## src/rtl/uart_pkg.sv

```systemverilog
// Shared definitions for the UART transmit arbiter slice.
// Contents: arbiter FSM state enumeration, byte width, default start timeout.
package uart_pkg;

    localparam int unsigned BYTE_W                = 8;
    localparam int unsigned START_TIMEOUT_DEFAULT = 64;

    typedef enum logic [1:0] {
        ST_IDLE       = 2'd0,
        ST_LOAD       = 2'd1,
        ST_WAIT_START = 2'd2,
        ST_WAIT_END   = 2'd3
    } arb_state_e;

endpackage

```

## src/rtl/uart_tx_arbiter_if.sv

```systemverilog
// Bundle between byte requesters, the arbiter and the existing UART transmitter.
// master: arbiter side (drives ack, tx_load, tx_data, grant_id, active, err_timeout)
// slave : environment side (drives req, req_data, tx_busy)
interface uart_tx_arbiter_if #(
    parameter int unsigned NREQ = 4
);
    import uart_pkg::*;

    localparam int unsigned ID_W = $clog2(NREQ);

    logic [NREQ-1:0]        req;
    logic [BYTE_W*NREQ-1:0] req_data;
    logic [NREQ-1:0]        ack;
    logic                   tx_load;
    logic [BYTE_W-1:0]      tx_data;
    logic                   tx_busy;
    logic [ID_W-1:0]        grant_id;
    logic                   active;
    logic                   err_timeout;

    modport master (
        input  req, req_data, tx_busy,
        output ack, tx_load, tx_data, grant_id, active, err_timeout
    );

    modport slave (
        output req, req_data, tx_busy,
        input  ack, tx_load, tx_data, grant_id, active, err_timeout
    );

endinterface

```

## src/rtl/uart_rr_pick.sv

```systemverilog
// Combinational round-robin pick: first set req bit searching ptr, ptr+1, ... mod NREQ.
// Ports: req (pending levels), ptr (search start) -> winner (index), valid (any req set).
module uart_rr_pick #(
    parameter int unsigned NREQ = 4,
    parameter int unsigned ID_W = $clog2(NREQ)
) (
    input  logic [NREQ-1:0] req,
    input  logic [ID_W-1:0] ptr,
    output logic [ID_W-1:0] winner,
    output logic            valid
);

    // Rotating search; the first hit locks out later candidates.
    always_comb begin
        int unsigned idx;
        winner = '0;
        valid  = 1'b0;
        idx    = 0;
        for (int unsigned k = 0; k < NREQ; k++) begin
            idx = (32'(ptr) + k) % NREQ;
            if (!valid && req[ID_W'(idx)]) begin
                valid  = 1'b1;
                winner = ID_W'(idx);
            end
        end
    end

endmodule

```

## src/rtl/uart_tx_arbiter.sv

```systemverilog
// Round-robin arbiter sharing one UART transmitter among NREQ byte requesters.
// Ports: clk, rst (sync, active-high), bus (uart_tx_arbiter_if.master):
//   req/req_data in, ack pulse out, tx_load/tx_data to transmitter, tx_busy back,
//   grant_id/active status, err_timeout pulse when the transmitter never starts.
module uart_tx_arbiter
    import uart_pkg::*;
#(
    parameter int unsigned NREQ          = 4,
    parameter int unsigned START_TIMEOUT = START_TIMEOUT_DEFAULT
) (
    input  logic               clk,
    input  logic               rst,
    uart_tx_arbiter_if.master  bus
);

    localparam int unsigned ID_W  = $clog2(NREQ);
    localparam int unsigned CNT_W = $clog2(START_TIMEOUT) + 1;

    arb_state_e        state;
    logic [ID_W-1:0]   ptr;
    logic [CNT_W-1:0]  cnt;
    logic [ID_W-1:0]   grant_id;
    logic [BYTE_W-1:0] tx_data;
    logic [NREQ-1:0]   ack;
    logic              tx_load;
    logic              active;
    logic              err_timeout;

    logic [ID_W-1:0]   winner;
    logic              pick_valid;

    uart_rr_pick #(
        .NREQ (NREQ),
        .ID_W (ID_W)
    ) u_pick (
        .req    (bus.req),
        .ptr    (ptr),
        .winner (winner),
        .valid  (pick_valid)
    );

    // Arbiter FSM; strobes are set on the transition into LOAD so they are
    // registered yet high exactly during the LOAD cycle.
    always_ff @(posedge clk) begin
        if (rst) begin
            state       <= ST_IDLE;
            ptr         <= '0;
            cnt         <= '0;
            grant_id    <= '0;
            tx_data     <= '0;
            ack         <= '0;
            tx_load     <= 1'b0;
            active      <= 1'b0;
            err_timeout <= 1'b0;
        end else begin
            ack         <= '0;
            tx_load     <= 1'b0;
            err_timeout <= 1'b0;
            case (state)
                ST_IDLE: begin
                    if (pick_valid) begin
                        grant_id <= winner;
                        tx_data  <= bus.req_data[32'(winner)*BYTE_W +: BYTE_W];
                        ptr      <= (winner == ID_W'(NREQ - 1)) ? '0 : winner + ID_W'(1);
                        ack      <= NREQ'(1) << winner;
                        tx_load  <= 1'b1;
                        active   <= 1'b1;
                        state    <= ST_LOAD;
                    end
                end
                ST_LOAD: begin
                    cnt   <= '0;
                    state <= ST_WAIT_START;
                end
                ST_WAIT_START: begin
                    if (bus.tx_busy) begin
                        state <= ST_WAIT_END;
                    end else if (cnt == CNT_W'(START_TIMEOUT - 1)) begin
                        err_timeout <= 1'b1;
                        active      <= 1'b0;
                        state       <= ST_IDLE;
                    end else begin
                        cnt <= cnt + CNT_W'(1);
                    end
                end
                ST_WAIT_END: begin
                    if (!bus.tx_busy) begin
                        active <= 1'b0;
                        state  <= ST_IDLE;
                    end
                end
                default: begin
                    active <= 1'b0;
                    state  <= ST_IDLE;
                end
            endcase
        end
    end

    assign bus.ack         = ack;
    assign bus.tx_load     = tx_load;
    assign bus.tx_data     = tx_data;
    assign bus.grant_id    = grant_id;
    assign bus.active      = active;
    assign bus.err_timeout = err_timeout;

endmodule

```

## src/flat_wrapper.sv

```systemverilog
// flat-port wrapper written by rule: the top's interface ports become plain ports
module uart_tx_arbiter_flat import uart_pkg::*;
#(
    parameter int unsigned NREQ          = 4,
    parameter int unsigned START_TIMEOUT = START_TIMEOUT_DEFAULT
)
  (clk, rst, bus_req, bus_req_data, bus_tx_busy, bus_ack, bus_tx_load, bus_tx_data, bus_grant_id, bus_active, bus_err_timeout);
  uart_tx_arbiter_if #(.NREQ(NREQ)) bus_i ();
  input  logic clk;
  input  logic rst;
  input wire logic [$bits(bus_i.req)-1:0] bus_req;
  input wire logic [$bits(bus_i.req_data)-1:0] bus_req_data;
  input wire logic [$bits(bus_i.tx_busy)-1:0] bus_tx_busy;
  output wire logic [$bits(bus_i.ack)-1:0] bus_ack;
  output wire logic [$bits(bus_i.tx_load)-1:0] bus_tx_load;
  output wire logic [$bits(bus_i.tx_data)-1:0] bus_tx_data;
  output wire logic [$bits(bus_i.grant_id)-1:0] bus_grant_id;
  output wire logic [$bits(bus_i.active)-1:0] bus_active;
  output wire logic [$bits(bus_i.err_timeout)-1:0] bus_err_timeout;
  assign bus_i.req = bus_req;
  assign bus_i.req_data = bus_req_data;
  assign bus_i.tx_busy = bus_tx_busy;
  assign bus_ack = bus_i.ack;
  assign bus_tx_load = bus_i.tx_load;
  assign bus_tx_data = bus_i.tx_data;
  assign bus_grant_id = bus_i.grant_id;
  assign bus_active = bus_i.active;
  assign bus_err_timeout = bus_i.err_timeout;
  uart_tx_arbiter #(.NREQ(NREQ), .START_TIMEOUT(START_TIMEOUT)) u_core (.clk(clk), .rst(rst), .bus(bus_i));
endmodule
```

## config.mk

```make
export PLATFORM = sky130hd
export DESIGN_NAME = uart_tx_arbiter_flat
export DESIGN_NICKNAME = d
export VERILOG_FILES = /design/src/rtl/uart_pkg.sv /design/src/rtl/uart_tx_arbiter_if.sv /design/src/rtl/uart_rr_pick.sv /design/src/rtl/uart_tx_arbiter.sv /design/src/flat_wrapper.sv
export SDC_FILE = /design/constraint.sdc
export NUM_CORES = 1
export LEC_CHECK = 0
export CORE_ASPECT_RATIO = 0.7
export CORE_UTILIZATION = 39
export CTS_CLUSTER_SIZE = 24
export DETAILED_ROUTE_END_ITERATION = 8
export PLACE_DENSITY_LB_ADDON = 0.3
export SKIP_CTS_REPAIR_TIMING = 1
export SLEW_MARGIN = 20
export SYNTH_ARGS = -nofsm -noshare
export SYNTH_HDL_FRONTEND = slang
export SYNTH_HIERARCHICAL = 1
export SYNTH_SLANG_ARGS = --single-unit
```

## constraint.sdc

```tcl
create_clock -name clk -period 2.1 [get_ports clk]
set_input_delay 0.42 -clock clk [delete_from_list [all_inputs] [get_ports clk]]
set_output_delay 0.42 -clock clk [all_outputs]
set_load 0.02 [all_outputs]
```

==> results.md, run 1 <==
- PortBufs: 55
- CTS Root Cell: clkbuf_8
- Final setup vio count: 0
- Clock-pin slew on the worst setup and hold paths: 0.10 ns
- Drt pass-1 iters: 4
- Max IR drop VDD: 0.447 mV
- Chip Height: 52.9 µm
- Initial antenna violation count: 0
- Max Clk Rate: 499 MHz
- Kind of critical path: flip-flop to flip-flop
- Synth Area in XOR/XNOR: 1.21%
- Detailed-route wire length per cell: 14.3 µm
- Comb power frac: 42.6%
- CP Max Fanout: 6
- RSZ-0062 raised after global routing: false
- CP peak stage delay: 0.49 ns
- Total power: 1.89 mW
- Final core occ: 63.3%
- CP delay by family, top: compound AO/OA/AOI/OAI gates
- Grt ovf: 0
- Crit share post-route: 95.4%
- Placed inst area: 0.00212 mm²
- Cells after Synth: 157
- Total track usage: 19.2%
- Worst-margin pin slew: 0.482 ns
- TritonCTS clock tree: yes
- Yosys cell types: 37
- Largest net degree at the start of global routing: 17
- Crit. End Element: flip-flop
- Post-Synth Simple-Gate Area: 19.9%
- Most common cell after layout, fill and taps aside: clkdlybuf4s50_1
- H-tree levels: 1
- Final wirelength: 3880 µm
- Num CTS Buffers: 3
- Nets@finish: 268
- First-pass GRT wire length: 5690 µm
- Total buffers and inverters traversed by the critical path: 2
- Flop-to-flop setup slack: 0.1 ns
- Int Power: 1.29 mW
- Routed vias: 1414
- CTS sink cnt: 28
- Worst EP required: 2.27 ns
- Arrival time of the worst setup path: 2.17 ns
- Most used DFF post-synth: dfxtp_1
- Async SR Flop Fraction: 0%
- Multi-input gate area: 835 µm²
- Yosys reg bits: 28
- # placed instances: 266
- HP Class: flip-flop to flip-flop
- Static leakage: 0.883 nW
- Design Area, Final: 0.00224 mm²
- Clock Latency Late Sink: 0.27 ns
- Register area: 561 µm²
- Fin cells: 271
- Yosys warning count: 6
- Sequential Power Share: 35.0%
- Most frequent cells in the layout: clkdlybuf4s50_1, dfxtp_1, nand2_1, a21oi_1, buf_4
- Path depth of the worst reg2reg path: 7
- Syn avg cell area: 9.20 µm²
- CP max stage cell: mux4_2
- Die W: 74.7 µm
- Sequential share of the synthesized area: 38.8%
- Status: finished clean
- Placeable Area: 0.00354 mm²
- Initial core utilization: 40.8%
- Vias/cell: 5.22
- Drt initial violations: 44
- Fin crit period: 2.00 ns
- Max cap viols: 0
- Layout area overhead: 54.9%
- HPWL after detailed placement: 2950 µm
- Post-synthesis compound-gate area fraction: 16.1%
- Pwr Density: 847 mW/mm²
- Final Hold Viols: 0
- Relative slew slack: 67.8%
- Residual DRC count: 0
- Diodes inserted: 0
- Sw Ratio: 31.8%
- Via count of the first global-routing pass: 1273
- Worst r2r dst: u_core/bus.tx_data[3]$_SDFFE_PP0P_
- Hold worst-path end: u_core/bus.grant_id[1]$_SDFFE_PP0P_
- CTS Buffer Depth: 2
- Final hold slack: 0.456 ns
- FP Rows: 18
- Synth Area in Adders: 6.07%
- GPL Wtd Cong: 0.744
- Syn Std Cell Area: 0.00144 mm²
- Clock power share: 22.4%
- Mux share of post-synthesis cell area: 13.3%
- Max-slew violations: 0
- Full die area: 0.00395 mm²
- Share of cells above drive strength 1: 13.6%
- Hold Crit Depth: 2
- Final ANT Viol Nets: 0
- Fillers: 290
- Hold Path Origin: u_core/bus.grant_id[1]$_SDFFE_PP0P_
- Worst r2r src: u_core/ptr[0]$_SDFFE_PP0P_
- CP Launch Type: flip-flop
- Number of flops mapped to enable cells by yosys: 0
- Cell Chain, Critical Path: inv_2, a221o_1, a21oi_4, buf_12, mux4_2, nand2_1, a21oi_1
- Ports: 56
- Post-synth net total: 203
- Largest family of logic cells by synthesized area: simple AND/OR/NAND/NOR gates
- Final Skew: 0.00124 ns
- P_sw: 603 µW
==> registers in the layout, indices dropped and copies added, names as in the netlist <==
register	cells
u_core/bus.ack	4
u_core/bus.active	1
u_core/bus.err_timeout	1
u_core/bus.grant_id	2
u_core/bus.tx_data	8
u_core/bus.tx_load	1
u_core/cnt	7
u_core/ptr	2
u_core/state	2
==> area by class of cell <==
type / count / area share (%)
clock inverter: 1 / 1.34
inverter: 8 / 1.34
tap: 50 / 2.80
sequential: 28 / 25.1
timing repair buffer: 67 / 30.3
clock buffer: 3 / 1.85
multi-input combinational: 114 / 37.3
==> stage by stage <==
stage / TNS, ns / setup WS [ns]
global placement: -2.77 / -0.322
floorplan: 0 / 0.0533
global route: 0 / 0.0240
finish: 0 / 0.0974
detailed placement: -3.46 / -0.390
CTS: -0.571 / -0.0907
==> how the worst max path moves through the flow <==
stage / startpoint / end / cells after the start
after floorplan: bus_req[1] / u_core/bus.tx_data[2]$_SDFFE_PP0P_ / 8
after global placement: bus_req[1] / u_core/bus.tx_data[1]$_SDFFE_PP0P_ / 8
after detailed placement: bus_req[1] / u_core/bus.tx_data[2]$_SDFFE_PP0P_ / 8
after CTS: bus_req[1] / u_core/bus.tx_data[3]$_SDFFE_PP0P_ / 8
after global routing: u_core/ptr[0]$_SDFFE_PP0P_ / u_core/bus.tx_data[1]$_SDFFE_PP0P_ / 7
final: u_core/ptr[0]$_SDFFE_PP0P_ / u_core/bus.tx_data[3]$_SDFFE_PP0P_ / 7
==> worst register-to-register path, stage by stage (launching register included) <==
cell	delay, ns
dfxtp_1	0.43
inv_2	0.06
a221o_1	0.36
a21oi_4	0.22
buf_12	0.17
mux4_2	0.49
nand2_1	0.09
a21oi_1	0.08
==> power groups by stage <==
stage,combinational (mW),clock (mW),sequential (mW)
final,0.806,0.425,0.663
after CTS,0.767,0.429,0.661
after global placement,0.735,0,0.666
after detailed placement,0.764,0,0.674
after floorplan,0.368,0,0.738
after global routing,0.865,0.452,0.673
==> routing by layer <==
metal / GRT usage (%) / up-vias / part of all wire [%]
met1: 24.1 / 672 / 44
met4: 4.72 / 0 / 0.95
li1: - / 687 / -
met3: 3.81 / 4 / 4.5
met5: 0 / - / 0
met2: 33.8 / 51 / 50
==> synthesized netlist by cell type, drive strengths merged (3+ instances only) <==
| library cell | n | area share [%] |
|---|---|---|
| a21oi | 21 | 7.3 |
| nand3 | 3 | 1.4 |
| nand2 | 27 | 7.0 |
| nor3 | 3 | 1.0 |
| nand2b | 5 | 2.2 |
| dfxtp | 28 | 39 |
| nor2b | 3 | 1.3 |
| ha | 7 | 6.1 |
| mux4 | 8 | 12 |
| o21ai | 3 | 1.3 |
| o211ai | 4 | 2.1 |
| inv | 8 | 2.1 |
| nor2 | 7 | 1.8 |
| buf | 3 | 1.5 |
| clkbuf | 4 | 1.0 |
==> logic make-up after synthesis <==
group | Yosys count
xor+xnor | 2
buf+inv | 15
simple gates | 59
mux | 9
flops | 28
fa+ha+maj | 7
compound gates | 37
(Power assumes the default switching activity.)
==> run 2, diff against run 1 <==
- CTS_CLUSTER_SIZE: 24 -> 12
==> results of run 2 <==
Final layout, timing and power as in run 1 (identical DEF).
